### src/rtl/tl_txn_tracker_if.sv
// A/D channel signals observed by the transaction tracker. The tracker is a
// passive monitor: the master side drives everything, the slave side only samples.
interface tl_txn_tracker_if #(
    parameter int ADDR_W = 32,
    parameter int SRC_W  = 2,
    parameter int SIZE_W = 4
);
    logic              a_valid;
    logic              a_ready;
    logic [2:0]        a_opcode;
    logic [SIZE_W-1:0] a_size;
    logic [SRC_W-1:0]  a_source;
    logic [ADDR_W-1:0] a_address;
    logic              d_valid;
    logic              d_ready;
    logic [2:0]        d_opcode;
    logic [SIZE_W-1:0] d_size;
    logic [SRC_W-1:0]  d_source;
    logic              d_denied;
    logic              d_corrupt;

    modport master (
        output a_valid, a_ready, a_opcode, a_size, a_source, a_address,
        output d_valid, d_ready, d_opcode, d_size, d_source, d_denied, d_corrupt
    );

    modport slave (
        input a_valid, a_ready, a_opcode, a_size, a_source, a_address,
        input d_valid, d_ready, d_opcode, d_size, d_source, d_denied, d_corrupt
    );
endinterface

### src/rtl/tl_txn_tracker.sv
// Per-source request/response tracker: counts transactions, measures latency and
// flags duplicate, orphan, timed-out and denied/corrupt transactions.
module tl_txn_tracker #(
    parameter int ADDR_W  = 32,
    parameter int DATA_W  = 64,
    parameter int SRC_W   = 2,
    parameter int SIZE_W  = 4,
    parameter int CNT_W   = 32,
    parameter int TIMEOUT = 1024
) (
    input  logic                 clock,
    input  logic                 reset,
    input  logic                 enable,
    input  logic                 clear,
    tl_txn_tracker_if.slave      bus,
    output logic [SRC_W:0]       outstanding,
    output logic [CNT_W-1:0]     req_count,
    output logic [CNT_W-1:0]     rsp_count,
    output logic [CNT_W-1:0]     max_latency,
    output logic [3:0]           err_flags,
    output logic                 err_pulse,
    output logic [SRC_W-1:0]     err_source,
    output logic [ADDR_W-1:0]    err_address
);
    localparam int NSRC      = 1 << SRC_W;
    localparam int LOG_BYTES = $clog2(DATA_W / 8);

    function automatic logic [31:0] beat_count(input logic multi, input logic [SIZE_W-1:0] size);
        int sz;
        sz = int'(size);
        if (multi && sz > LOG_BYTES) return 32'd1 << (sz - LOG_BYTES);
        return 32'd1;
    endfunction

    function automatic logic [CNT_W-1:0] sat_inc(input logic [CNT_W-1:0] v);
        return (&v) ? v : v + CNT_W'(1);
    endfunction

    function automatic logic [CNT_W-1:0] max_cnt(input logic [CNT_W-1:0] a, input logic [CNT_W-1:0] b);
        return (a > b) ? a : b;
    endfunction

    logic              a_fire, d_fire, a_first, a_last, d_first, d_last;
    logic              a_busy_eff, a_alloc, a_dup, a_ok, req_inc;
    logic              d_orphan, d_free, e_den, e_to, err_any;
    logic [31:0]       a_beats, d_beats;
    logic [31:0]       a_beat_q, a_beat_d, d_beat_q, d_beat_d;
    logic              a_ok_q, a_ok_d, d_orph_q, d_orph_d;
    logic [NSRC-1:0]   busy_q, busy_d, to_hit;
    logic [ADDR_W-1:0] addr_q [NSRC];
    logic [ADDR_W-1:0] addr_d [NSRC];
    logic [CNT_W-1:0]  timer_q [NSRC];
    logic [CNT_W-1:0]  timer_d [NSRC];
    logic [CNT_W-1:0]  lat;
    logic [SRC_W:0]    outst_d, outst_q;
    logic [SRC_W-1:0]  esrc_d, esrc_q;
    logic [ADDR_W-1:0] eaddr_d, eaddr_q;
    logic [CNT_W-1:0]  req_q, rsp_q, maxlat_q;
    logic [3:0]        eflags_q;
    logic              epulse_q;

    always_comb begin
        a_fire  = bus.a_valid & bus.a_ready & enable;
        d_fire  = bus.d_valid & bus.d_ready & enable;
        a_beats = beat_count(bus.a_opcode <= 3'd3, bus.a_size);
        d_beats = beat_count((bus.d_opcode == 3'd1) || (bus.d_opcode == 3'd5), bus.d_size);
        a_first = (a_beat_q == 32'd0);
        a_last  = (a_beat_q >= a_beats - 32'd1);
        d_first = (d_beat_q == 32'd0);
        d_last  = (d_beat_q >= d_beats - 32'd1);

        a_beat_d = a_beat_q;
        if (a_fire) a_beat_d = a_last ? 32'd0 : a_beat_q + 32'd1;
        d_beat_d = d_beat_q;
        if (d_fire) d_beat_d = d_last ? 32'd0 : d_beat_q + 32'd1;

        // An orphan burst stays an orphan to its last beat, even if the slot
        // gets allocated mid-burst.
        d_orphan = d_fire & d_first & ~busy_q[bus.d_source];
        d_free   = d_fire & d_last & busy_q[bus.d_source] & (d_first | ~d_orph_q);
        d_orph_d = d_orph_q;
        if (d_fire) d_orph_d = d_last ? 1'b0 : (d_first ? d_orphan : d_orph_q);

        a_busy_eff = busy_q[bus.a_source] & ~(d_free & (bus.d_source == bus.a_source));
        a_alloc    = a_fire & a_first & ~a_busy_eff;
        a_dup      = a_fire & a_first & a_busy_eff;
        a_ok       = a_first ? ~a_busy_eff : a_ok_q;
        req_inc    = a_fire & a_last & a_ok;
        a_ok_d     = a_ok_q;
        if (a_fire) a_ok_d = a_last ? 1'b0 : a_ok;

        lat   = timer_q[bus.d_source] + CNT_W'(1);
        e_den = d_fire & (bus.d_denied | bus.d_corrupt);

        busy_d  = busy_q;
        addr_d  = addr_q;
        timer_d = timer_q;
        to_hit  = '0;
        for (int i = 0; i < NSRC; i++) begin
            if (enable && busy_q[i] && timer_q[i] != CNT_W'(TIMEOUT)) begin
                timer_d[i] = timer_q[i] + CNT_W'(1);
                to_hit[i]  = (timer_q[i] == CNT_W'(TIMEOUT - 1)) &
                             ~(d_free & (bus.d_source == SRC_W'(i)));
            end
        end
        if (d_free) busy_d[bus.d_source] = 1'b0;
        if (a_alloc) begin
            busy_d[bus.a_source]  = 1'b1;
            addr_d[bus.a_source]  = bus.a_address;
            timer_d[bus.a_source] = '0;
        end

        e_to    = |to_hit;
        err_any = d_orphan | a_dup | e_den | e_to;

        outst_d = '0;
        for (int i = 0; i < NSRC; i++) outst_d = outst_d + (SRC_W + 1)'(busy_d[i]);

        // Later assignments win: lowest timed-out slot, then denied, duplicate, orphan.
        esrc_d  = '0;
        eaddr_d = '0;
        for (int i = NSRC - 1; i >= 0; i--) begin
            if (to_hit[i]) begin
                esrc_d  = SRC_W'(i);
                eaddr_d = addr_q[i];
            end
        end
        if (e_den) begin
            esrc_d  = bus.d_source;
            eaddr_d = busy_q[bus.d_source] ? addr_q[bus.d_source] : '0;
        end
        if (a_dup) begin
            esrc_d  = bus.a_source;
            eaddr_d = addr_q[bus.a_source];
        end
        if (d_orphan) begin
            esrc_d  = bus.d_source;
            eaddr_d = '0;
        end
    end

    always_ff @(posedge clock) begin
        if (reset) begin
            busy_q   <= '0;
            a_beat_q <= '0;
            d_beat_q <= '0;
            a_ok_q   <= 1'b0;
            d_orph_q <= 1'b0;
            for (int i = 0; i < NSRC; i++) timer_q[i] <= '0;
            outst_q  <= '0;
            req_q    <= '0;
            rsp_q    <= '0;
            maxlat_q <= '0;
            eflags_q <= '0;
            epulse_q <= 1'b0;
            esrc_q   <= '0;
            eaddr_q  <= '0;
        end else begin
            busy_q   <= busy_d;
            addr_q   <= addr_d;
            timer_q  <= timer_d;
            a_beat_q <= a_beat_d;
            d_beat_q <= d_beat_d;
            a_ok_q   <= a_ok_d;
            d_orph_q <= d_orph_d;
            outst_q  <= outst_d;
            if (clear) begin
                req_q    <= '0;
                rsp_q    <= '0;
                maxlat_q <= '0;
                eflags_q <= '0;
                epulse_q <= 1'b0;
                esrc_q   <= '0;
                eaddr_q  <= '0;
            end else begin
                if (req_inc) req_q <= sat_inc(req_q);
                if (d_free) begin
                    rsp_q    <= sat_inc(rsp_q);
                    maxlat_q <= max_cnt(maxlat_q, lat);
                end
                eflags_q <= eflags_q | {e_den, e_to, d_orphan, a_dup};
                epulse_q <= err_any;
                if (err_any) begin
                    esrc_q  <= esrc_d;
                    eaddr_q <= eaddr_d;
                end
            end
        end
    end

    assign outstanding = outst_q;
    assign req_count   = req_q;
    assign rsp_count   = rsp_q;
    assign max_latency = maxlat_q;
    assign err_flags   = eflags_q;
    assign err_pulse   = epulse_q;
    assign err_source  = esrc_q;
    assign err_address = eaddr_q;
endmodule
### src/flat_wrapper.sv
// flat-port wrapper written by rule: the top's interface ports become plain ports
module tl_txn_tracker_flat 
#(
    parameter int ADDR_W  = 32,
    parameter int DATA_W  = 64,
    parameter int SRC_W   = 2,
    parameter int SIZE_W  = 4,
    parameter int CNT_W   = 32,
    parameter int TIMEOUT = 1024
)
  (clock, reset, enable, clear, outstanding, req_count, rsp_count, max_latency, err_flags, err_pulse, err_source, err_address, bus_a_valid, bus_a_ready, bus_a_opcode, bus_a_size, bus_a_source, bus_a_address, bus_d_valid, bus_d_ready, bus_d_opcode, bus_d_size, bus_d_source, bus_d_denied, bus_d_corrupt);
  tl_txn_tracker_if #(.ADDR_W(ADDR_W), .SRC_W(SRC_W), .SIZE_W(SIZE_W)) bus_i ();
  input  logic clock;
  input  logic reset;
  input  logic enable;
  input  logic clear;
  output logic [SRC_W:0] outstanding;
  output logic [CNT_W-1:0] req_count;
  output logic [CNT_W-1:0] rsp_count;
  output logic [CNT_W-1:0] max_latency;
  output logic [3:0] err_flags;
  output logic err_pulse;
  output logic [SRC_W-1:0] err_source;
  output logic [ADDR_W-1:0] err_address;
  input wire logic [$bits(bus_i.a_valid)-1:0] bus_a_valid;
  input wire logic [$bits(bus_i.a_ready)-1:0] bus_a_ready;
  input wire logic [$bits(bus_i.a_opcode)-1:0] bus_a_opcode;
  input wire logic [$bits(bus_i.a_size)-1:0] bus_a_size;
  input wire logic [$bits(bus_i.a_source)-1:0] bus_a_source;
  input wire logic [$bits(bus_i.a_address)-1:0] bus_a_address;
  input wire logic [$bits(bus_i.d_valid)-1:0] bus_d_valid;
  input wire logic [$bits(bus_i.d_ready)-1:0] bus_d_ready;
  input wire logic [$bits(bus_i.d_opcode)-1:0] bus_d_opcode;
  input wire logic [$bits(bus_i.d_size)-1:0] bus_d_size;
  input wire logic [$bits(bus_i.d_source)-1:0] bus_d_source;
  input wire logic [$bits(bus_i.d_denied)-1:0] bus_d_denied;
  input wire logic [$bits(bus_i.d_corrupt)-1:0] bus_d_corrupt;
  assign bus_i.a_valid = bus_a_valid;
  assign bus_i.a_ready = bus_a_ready;
  assign bus_i.a_opcode = bus_a_opcode;
  assign bus_i.a_size = bus_a_size;
  assign bus_i.a_source = bus_a_source;
  assign bus_i.a_address = bus_a_address;
  assign bus_i.d_valid = bus_d_valid;
  assign bus_i.d_ready = bus_d_ready;
  assign bus_i.d_opcode = bus_d_opcode;
  assign bus_i.d_size = bus_d_size;
  assign bus_i.d_source = bus_d_source;
  assign bus_i.d_denied = bus_d_denied;
  assign bus_i.d_corrupt = bus_d_corrupt;
  tl_txn_tracker #(.ADDR_W(ADDR_W), .DATA_W(DATA_W), .SRC_W(SRC_W), .SIZE_W(SIZE_W), .CNT_W(CNT_W), .TIMEOUT(TIMEOUT)) u_core (.clock(clock), .reset(reset), .enable(enable), .clear(clear), .bus(bus_i), .outstanding(outstanding), .req_count(req_count), .rsp_count(rsp_count), .max_latency(max_latency), .err_flags(err_flags), .err_pulse(err_pulse), .err_source(err_source), .err_address(err_address));
endmodule
### config.mk
export PLATFORM = sky130hd
export DESIGN_NAME = tl_txn_tracker_flat
export DESIGN_NICKNAME = d
export VERILOG_FILES = /design/src/rtl/tl_txn_tracker_if.sv /design/src/rtl/tl_txn_tracker.sv /design/src/flat_wrapper.sv
export SDC_FILE = /design/constraint.sdc
export NUM_CORES = 1
export LEC_CHECK = 0
export ABC_AREA = 1
export CORE_MARGIN = 2
export CORE_UTILIZATION = 30
export CTS_CLUSTER_DIAMETER = 60
export DETAILED_ROUTE_END_ITERATION = 10
export PLACE_DENSITY = 0.53
export SYNTH_ARGS = -nofsm -noshare
export SYNTH_HDL_FRONTEND = slang
export SYNTH_SLANG_ARGS = --single-unit
### constraint.sdc
create_clock -name clock -period 7.7 [get_ports clock]
set_input_delay 1.54 -clock clock [delete_from_list [all_inputs] [get_ports clock]]
set_output_delay 1.54 -clock clock [all_outputs]
set_load 0.05 [all_outputs]
Word level (Yosys, flattened, before mapping)

Cells that the tools add are included.

Output and inout port bits: 138
Flip-flop bits (word level): 464

Reduce and logical (&&, ||, !) cells: 27
Mux-type cells: 58
Bitwise logic cells: 50
Eq/ne operators: 14
$lt $le $gt $ge: 13
Shifts and indexed selects: 2
Add/subtract/negate cells: 16

Operators by type and width:

| kind                                                                             | number |
|---|---|
| 32-bit 2-to-1 mux                                                                | 25 |
| 32-bit by 1-bit adder with 32-bit output (second input constant)                 | 9 |
| 32-bit binary-select mux with 2-bit select                                       | 3 |
| 128-bit AND                                                                      | 1 |
| 128-bit bitwise mux                                                              | 1 |
| 32-bit by 10-bit equality test with 1-bit output (second input constant)         | 4 |
| 128-bit 2-to-1 mux                                                               | 1 |
| 32-bit by 11-bit != test with 1-bit output (second input constant)               | 4 |
| 128-bit inverter                                                                 | 1 |
| 32-bit demux with 2-bit select                                                   | 1 |
| 32-bit greater-or-equal comparator                                               | 2 |
| 32-bit zero test                                                                 | 2 |
| 32-bit AND reduction                                                             | 2 |
| 1-bit by 32-bit << shifter with 32-bit output (first input constant)             | 2 |
| 32-bit by 1-bit subtractor with 32-bit output (second input constant)            | 2 |
| 32-bit greater-than comparator                                                   | 1 |
| 1-bit AND                                                                        | 25 |
| 1-bit 2-to-1 mux                                                                 | 14 |
| 2-bit 2-to-1 mux                                                                 | 7 |
| 1-bit logical AND                                                                | 13 |
| 1-bit inverter                                                                   | 12 |
| 2-bit AND reduction                                                              | 5 |
| 4-bit by 2-bit subtractor with 5-bit output (second input constant)              | 2 |
| 4-bit by 2-bit greater-than comparator with 1-bit output (second input constant) | 2 |
| 25 further kinds                                                                 | 39 |

Longest topological paths before layout

Depth after elaboration: 21
Gate-level depth with buffers: 38
Mapped depth without buffers: 36

Worst setup path after synthesis

OpenSTA, ideal clock, no wires.

Path kind: input-to-reg
Start point: input port bus_d_size[0]
End point: register u_core.addr_q[0] (netlist name), enable pin
Path buffers: 0
Slack: 0.869 ns
Required time: 7.279 ns
Stages on the path: 26
Library setup time: 0.421 ns
Arrival time: 6.410 ns
Cell sequence: ha_1 -> xnor2_1 -> nor3_1 -> nor2_1 -> ha_1 -> inv_1 -> nor2_1 -> inv_1 -> nor3b_1 -> nand3_1 -> xnor2_1 -> ha_1 -> nand2_1 -> nor2_1 -> nand2_1 -> nor2_1 -> nor2_1 -> nand2_1 -> nand2_1 -> nand2_1 -> nand4_1 -> nand2_1 -> inv_2 -> nor4_1 -> nand2_1 -> nor2_1

Longest elaborated chain between the ends: 15
Elaborated cells on any way between the ends: 18

Ends and longest elaborated chain:

| item                                                                                                                           | RTL line              | RTL |
|---|---|---|
| from (decl)                                                                                                                    | flat_wrapper.sv:34    | `input wire logic [$bits(bus_i.d_size)-1:0] bus_d_size;` |
| 4-bit by 2-bit subtractor with 5-bit output / 4-bit by 2-bit greater-than comparator with 1-bit output (equally long branches) | tl_txn_tracker.sv:31  | `if (multi && sz > LOG_BYTES) return 32'd1 << (sz - LOG_BYTES);` |
| 1-bit by 32-bit << shifter with 32-bit output / 1-bit logical AND (equally long branches)                                      | tl_txn_tracker.sv:31  |  |
| 32-bit 2-to-1 mux / 1-bit 2-to-1 mux (equally long branches)                                                                   | tl_txn_tracker.sv:31  |  |
| 32-bit 2-to-1 mux (*)                                                                                                          | tl_txn_tracker.sv:32  | `return 32'd1;` |
| 32-bit by 1-bit subtractor with 32-bit output (*)                                                                              | tl_txn_tracker.sv:70  | `d_last = (d_beat_q >= d_beats - 32'd1);` |
| 32-bit greater-or-equal comparator (*)                                                                                         | tl_txn_tracker.sv:70  |  |
| 1-bit AND (*) (3 in a row)                                                                                                     | tl_txn_tracker.sv:80  | `d_free = d_fire & d_last & busy_q[bus.d_source] & (d_first \| ~d_orph_q);` |
| 1-bit AND (*)                                                                                                                  | tl_txn_tracker.sv:84  | `a_busy_eff = busy_q[bus.a_source] & ~(d_free & (bus.d_source == bus.a_source));` |
| 1-bit inverter (*)                                                                                                             | tl_txn_tracker.sv:84  |  |
| 1-bit AND (*)                                                                                                                  | tl_txn_tracker.sv:84  |  |
| 1-bit inverter (*)                                                                                                             | tl_txn_tracker.sv:85  | `a_alloc = a_fire & a_first & ~a_busy_eff;` |
| 1-bit AND (*)                                                                                                                  | tl_txn_tracker.sv:85  |  |
| 2-bit AND reduction (no line) (*)                                                                                              | -                     |  |
| to (signal assigned)                                                                                                           | tl_txn_tracker.sv:160 | `addr_q <= addr_d;` |
| to (decl)                                                                                                                      | tl_txn_tracker.sv:50  | `logic [ADDR_W-1:0] addr_q [NSRC];` |

Mark *: on every way between the ends. The rest lies on a longest branch, timed or not. The select of a mux whose other input is x is not followed.
A chain may end at the register's enable or synchronous reset.

Worst setup path in the final report

Start point: input port bus_d_size[0]
End point: register u_core.outst_q[1], in the netlist u_core.outstanding[1]

Longest elaborated chain between the ends: 18
Elaborated cells on any way between the ends: 23

Ends and longest elaborated chain:

| item                                                                                                                           | RTL line              | RTL |
|---|---|---|
| 4-bit by 2-bit subtractor with 5-bit output / 4-bit by 2-bit greater-than comparator with 1-bit output (equally long branches) | tl_txn_tracker.sv:31  |  |
| 1-bit by 32-bit << shifter with 32-bit output / 1-bit logical AND (equally long branches)                                      | tl_txn_tracker.sv:31  |  |
| 32-bit 2-to-1 mux / 1-bit 2-to-1 mux (equally long branches)                                                                   | tl_txn_tracker.sv:31  |  |
| 32-bit 2-to-1 mux (*)                                                                                                          | tl_txn_tracker.sv:32  |  |
| 32-bit by 1-bit subtractor with 32-bit output (*)                                                                              | tl_txn_tracker.sv:70  |  |
| 32-bit greater-or-equal comparator (*)                                                                                         | tl_txn_tracker.sv:70  |  |
| 1-bit AND (*) (3 in a row)                                                                                                     | tl_txn_tracker.sv:80  |  |
| 1-bit AND                                                                                                                      | tl_txn_tracker.sv:84  |  |
| 1-bit inverter                                                                                                                 | tl_txn_tracker.sv:84  |  |
| 1-bit AND                                                                                                                      | tl_txn_tracker.sv:84  |  |
| 1-bit inverter                                                                                                                 | tl_txn_tracker.sv:85  |  |
| 1-bit AND                                                                                                                      | tl_txn_tracker.sv:85  |  |
| 4-bit 2-to-1 mux (*)                                                                                                           | tl_txn_tracker.sv:107 | `if (a_alloc) begin` |
| via u_core.busy_d[0]                                                                                                           | tl_txn_tracker.sv:49  | `logic [NSRC-1:0] busy_q, busy_d, to_hit;` |
| 1-bit by 1-bit adder with 2-bit output (*)                                                                                     | tl_txn_tracker.sv:117 | `for (int i = 0; i < NSRC; i++) outst_d = outst_d + (SRC_W + 1)'(busy_d[i]);` |
| 3-bit by 1-bit adder with 3-bit output (*) (2 in a row)                                                                        | tl_txn_tracker.sv:117 |  |
| via u_core.outst_d[1]                                                                                                          | tl_txn_tracker.sv:55  | `logic [SRC_W:0] outst_d, outst_q;` |
| to (signal assigned)                                                                                                           | tl_txn_tracker.sv:166 | `outst_q <= outst_d;` |
| to (decl)                                                                                                                      | tl_txn_tracker.sv:55  |  |

Mark *: on every way through the listed nets, which the timed path passes. The rest lies on a longest branch. The select of a mux whose other input is x is not followed.

==> run summary <==
status = finished, final reports clean
DPL Wire Length = 77,800 um
sequential area share after synthesis = 33.9%
most common cell after layout, fill and taps aside = nand2_1
clock skew = 0.0313 ns
Post-CTS Setup Inserts = 0
routed vias/inst = 5.07
Critical path buffers and inverters = 7
CP arrival = 7.32 ns
CTS tree = done
first-pass GRT wire length = 171,000 um
layout cells sized above 1 = 5.73%
Total GRT Usage = 20.1%
worst setup path startpoint = bus_d_size[0]
largest family of logic cells by synthesized area = simple AND/OR/NAND/NOR gates
I/O Buffers = 194
ys flop type = dfxtp_1
mux share of post-synthesis cell area = 0%
unique cell type count in the Yosys netlist = 61
Worst slew margin = 33.6%
cts bufs inserted = 66
CP dominant cell by count = nand2_1
fin nets = 4,949
syn avg cell area = 6.75 um^2
Worst setup endpoint = u_core.outstanding[1]$_SDFF_PP0_
Area Overhead vs Synth = 18.4%
Hold Violations, Final = 0
setup TNS = 0 ns
slowest CP cell = clkdlybuf4s50_1
crit start category = input pin
worst min-delay path category = reg -> reg
slowest stage delay, CP = 0.50 ns
clk slew on worst S/H paths = 0.05 ns
initial antenna violation count = 6
First DRT Iteration DRCs = 2,686
num ports = 198
Achievable Freq = 0.146 GHz
CTS Sinks = 464
post-synthesis sequential element count = 464
Max-cap violations = 0
Ys Warns = 0
Synth Instances = 4,620
gr ovfl total = 0
hold buffers post-CTS = 0
Crit path depth = 34
period utilisation layout = 89.1%
Total Power = 6.07 mW
vias post-DR = 31,448
Synth async-reset ratio = 0%
Critical Path RT = 8.16 ns
post-synthesis adder-cell area fraction = 4.76%
endpoints failing setup = 0
cell leakage power = 14.6 nW
die width = 326 um
total wire length = 109,000 um
Setup CP Type = in -> reg
Final Wtd Congestion = 0.951
minimum clock period after layout = 6.86 ns
pwr dens = 165 mW/mm^2
filler instances = 11,178
Max VDD drop = 0.000170 V
Crit Path Max Fanout = 7
Non-Filler Instances = 6,202
Finished Cell Area = 0.0369 mm^2
worst skew pair latency = 0.63 ns
Syn Std Cell Area = 0.0312 mm^2
core box area = 0.103 mm^2
cell count after placement = 6,083
Worst-Margin Slew = 0.995 ns
CTS Root Cell = clkbuf_16
H-tree levels = 3
Post-Place Cell Area = 0.0347 mm^2
RSZ-0062 raised after global routing = no
Post-Synth XOR/XNOR Area = 5.45%
reg2reg end = u_core.max_latency[18]$_SDFFE_PP0P_
Routed wire per std cell = 17.7 um
drt pass-1 iters = 5
initial core utilization = 30.2%
Post-synth EDFFs = 128
# DRC = 0
type of destination of the critical path = flop
Post-Synth Simple-Gate Area = 34.2%
vias in the first global route = 29,885
R2R Path Start = u_core.timer_q[32]$_SDFF_PP0_
cells on worst reg2reg path = 25
r2r setup slk = 3.08 ns
largest net degree at the start of global routing = 73
Slew Viols, Final = 0
post-synthesis compound-gate area fraction = 12.2%
worst-case clock buffer depth = 3
most frequent cells in the layout = nand2_1 (1,150), nor2_1 (597), inv_1 (538), dfxtp_1 (336), nand3_1 (223)
post_cts resized = 0
remaining antenna violation count = 0
Die H = 326 um
die area = 0.106 mm^2
Crit path max-delay family = simple AND/OR/NAND/NOR gates
Row Count = 118
==> worst min-delay path, stage by stage, from the launching register on <==
cell,delay (ns)
dfxtp_1,0.30
nand2_1,0.06
nand2_1,0.04
==> flip-flops by register name, summed over array words and instances (netlist names), 2 cells and up <==
name                flops
u_core.d_beat_q        32
u_core.err_flags        4
u_core.outstanding      3
u_core.err_source       2
u_core.addr_q         128
u_core.err_address     32
u_core.req_count       32
u_core.a_beat_q        32
u_core.max_latency     32
u_core.busy_q           4
u_core.timer_q        128
u_core.rsp_count       32
==> cell families after synthesis <==
logic type                 after synthesis
and+or+nand+nor                       2458
buffers and inverters                  753
AOI/OAI and AO/OA                      632
DFF                                    464
xor gates and xnor gates               194
adders and majority gates              118
other                                    1
==> worst min path at each step <==
stage | start | endpoint | slack, ns | cells past startpoint
3_3_place_gp | u_core.err_address[28]$_SDFFE_PP0P_ | u_core.err_address[28]$_SDFFE_PP0P_ | 0.44 | 2
2_1_floorplan | u_core.d_orph_q$_SDFFE_PP0P_ | u_core.d_orph_q$_SDFFE_PP0P_ | 0.44 | 2
5_1_grt | u_core.err_address[28]$_SDFFE_PP0P_ | u_core.err_address[28]$_SDFFE_PP0P_ | 0.47 | 2
3_5_place_dp | u_core.err_address[14]$_SDFFE_PP0P_ | u_core.err_address[14]$_SDFFE_PP0P_ | 0.44 | 2
4_1_cts | u_core.err_address[3]$_SDFFE_PP0P_ | u_core.err_address[3]$_SDFFE_PP0P_ | 0.45 | 2
6_report | u_core.err_address[3]$_SDFFE_PP0P_ | u_core.err_address[3]$_SDFFE_PP0P_ | 0.45 | 2
==> layer usage <==
| layer | routed length [um] | track usage [%] | vias up |
|---|---|---|---|
| met5 | 46 | 0 | - |
| met4 | 3050 | 6.87 | 8 |
| met3 | 7100 | 3.31 | 208 |
| met2 | 50100 | 32.8 | 1032 |
| met1 | 49200 | 26.9 | 14518 |
| li1 | - | - | 15682 |
==> Yosys cell counts, types with 58 or more instances <==
| library cell | number | share of area (%) |
|---|---|---|
| o21ai_0 | 158 | 2.5 |
| inv_1 | 538 | 6.5 |
| xor2_1 | 162 | 4.6 |
| dfxtp_1 | 336 | 22 |
| nor3_1 | 176 | 2.8 |
| clkbuf_1 | 99 | 1.2 |
| buf_2 | 58 | 0.93 |
| nor4_1 | 67 | 1.3 |
| a21oi_1 | 202 | 3.2 |
| nor2_1 | 605 | 7.3 |
| nand2_1 | 1151 | 14 |
| nand3_1 | 224 | 3.6 |
| edfxtp_1 | 128 | 12 |
| nand4_1 | 152 | 3.1 |
| o22ai_1 | 80 | 1.6 |
| ha_1 | 117 | 4.7 |
==> metrics by stage <==
stage / util (%) / setup WS [ns] / hold slack [ns]
4_1_cts: 35.7 / 0.909 / 0.455
3_3_place_gp: 33.5 / 0.283 / 0.444
6_report: 35.7 / 0.842 / 0.449
2_1_floorplan: - / 0.869 / 0.443
3_5_place_dp: 33.5 / 0.285 / 0.442
5_1_grt: 35.7 / 0.319 / 0.469
==> power by group <==
group | internal [mW] | switching [mW] | leakage, nW | total, mW
clock network | 1.88 | 1.21 | 1.10 | 3.09
logic | 0.139 | 0.316 | 9.66 | 0.455
registers | 2.52 | 0.0106 | 3.86 | 2.53
total | 4.54 | 1.53 | 14.6 | 6.07
==> final cells by class <==
class	instances	area (um^2)	area share (%)
diodes	2	5.00	0.0136
clock buffers	84	1890	5.13
clock inverters	33	332	0.899
inverters	572	2150	5.82
multi-input cells	3411	17700	48.1
flip-flops and latches	464	10600	28.7
well taps	1380	1730	4.68
repair buffers	256	2470	6.69
(Power assumes the default switching activity.)
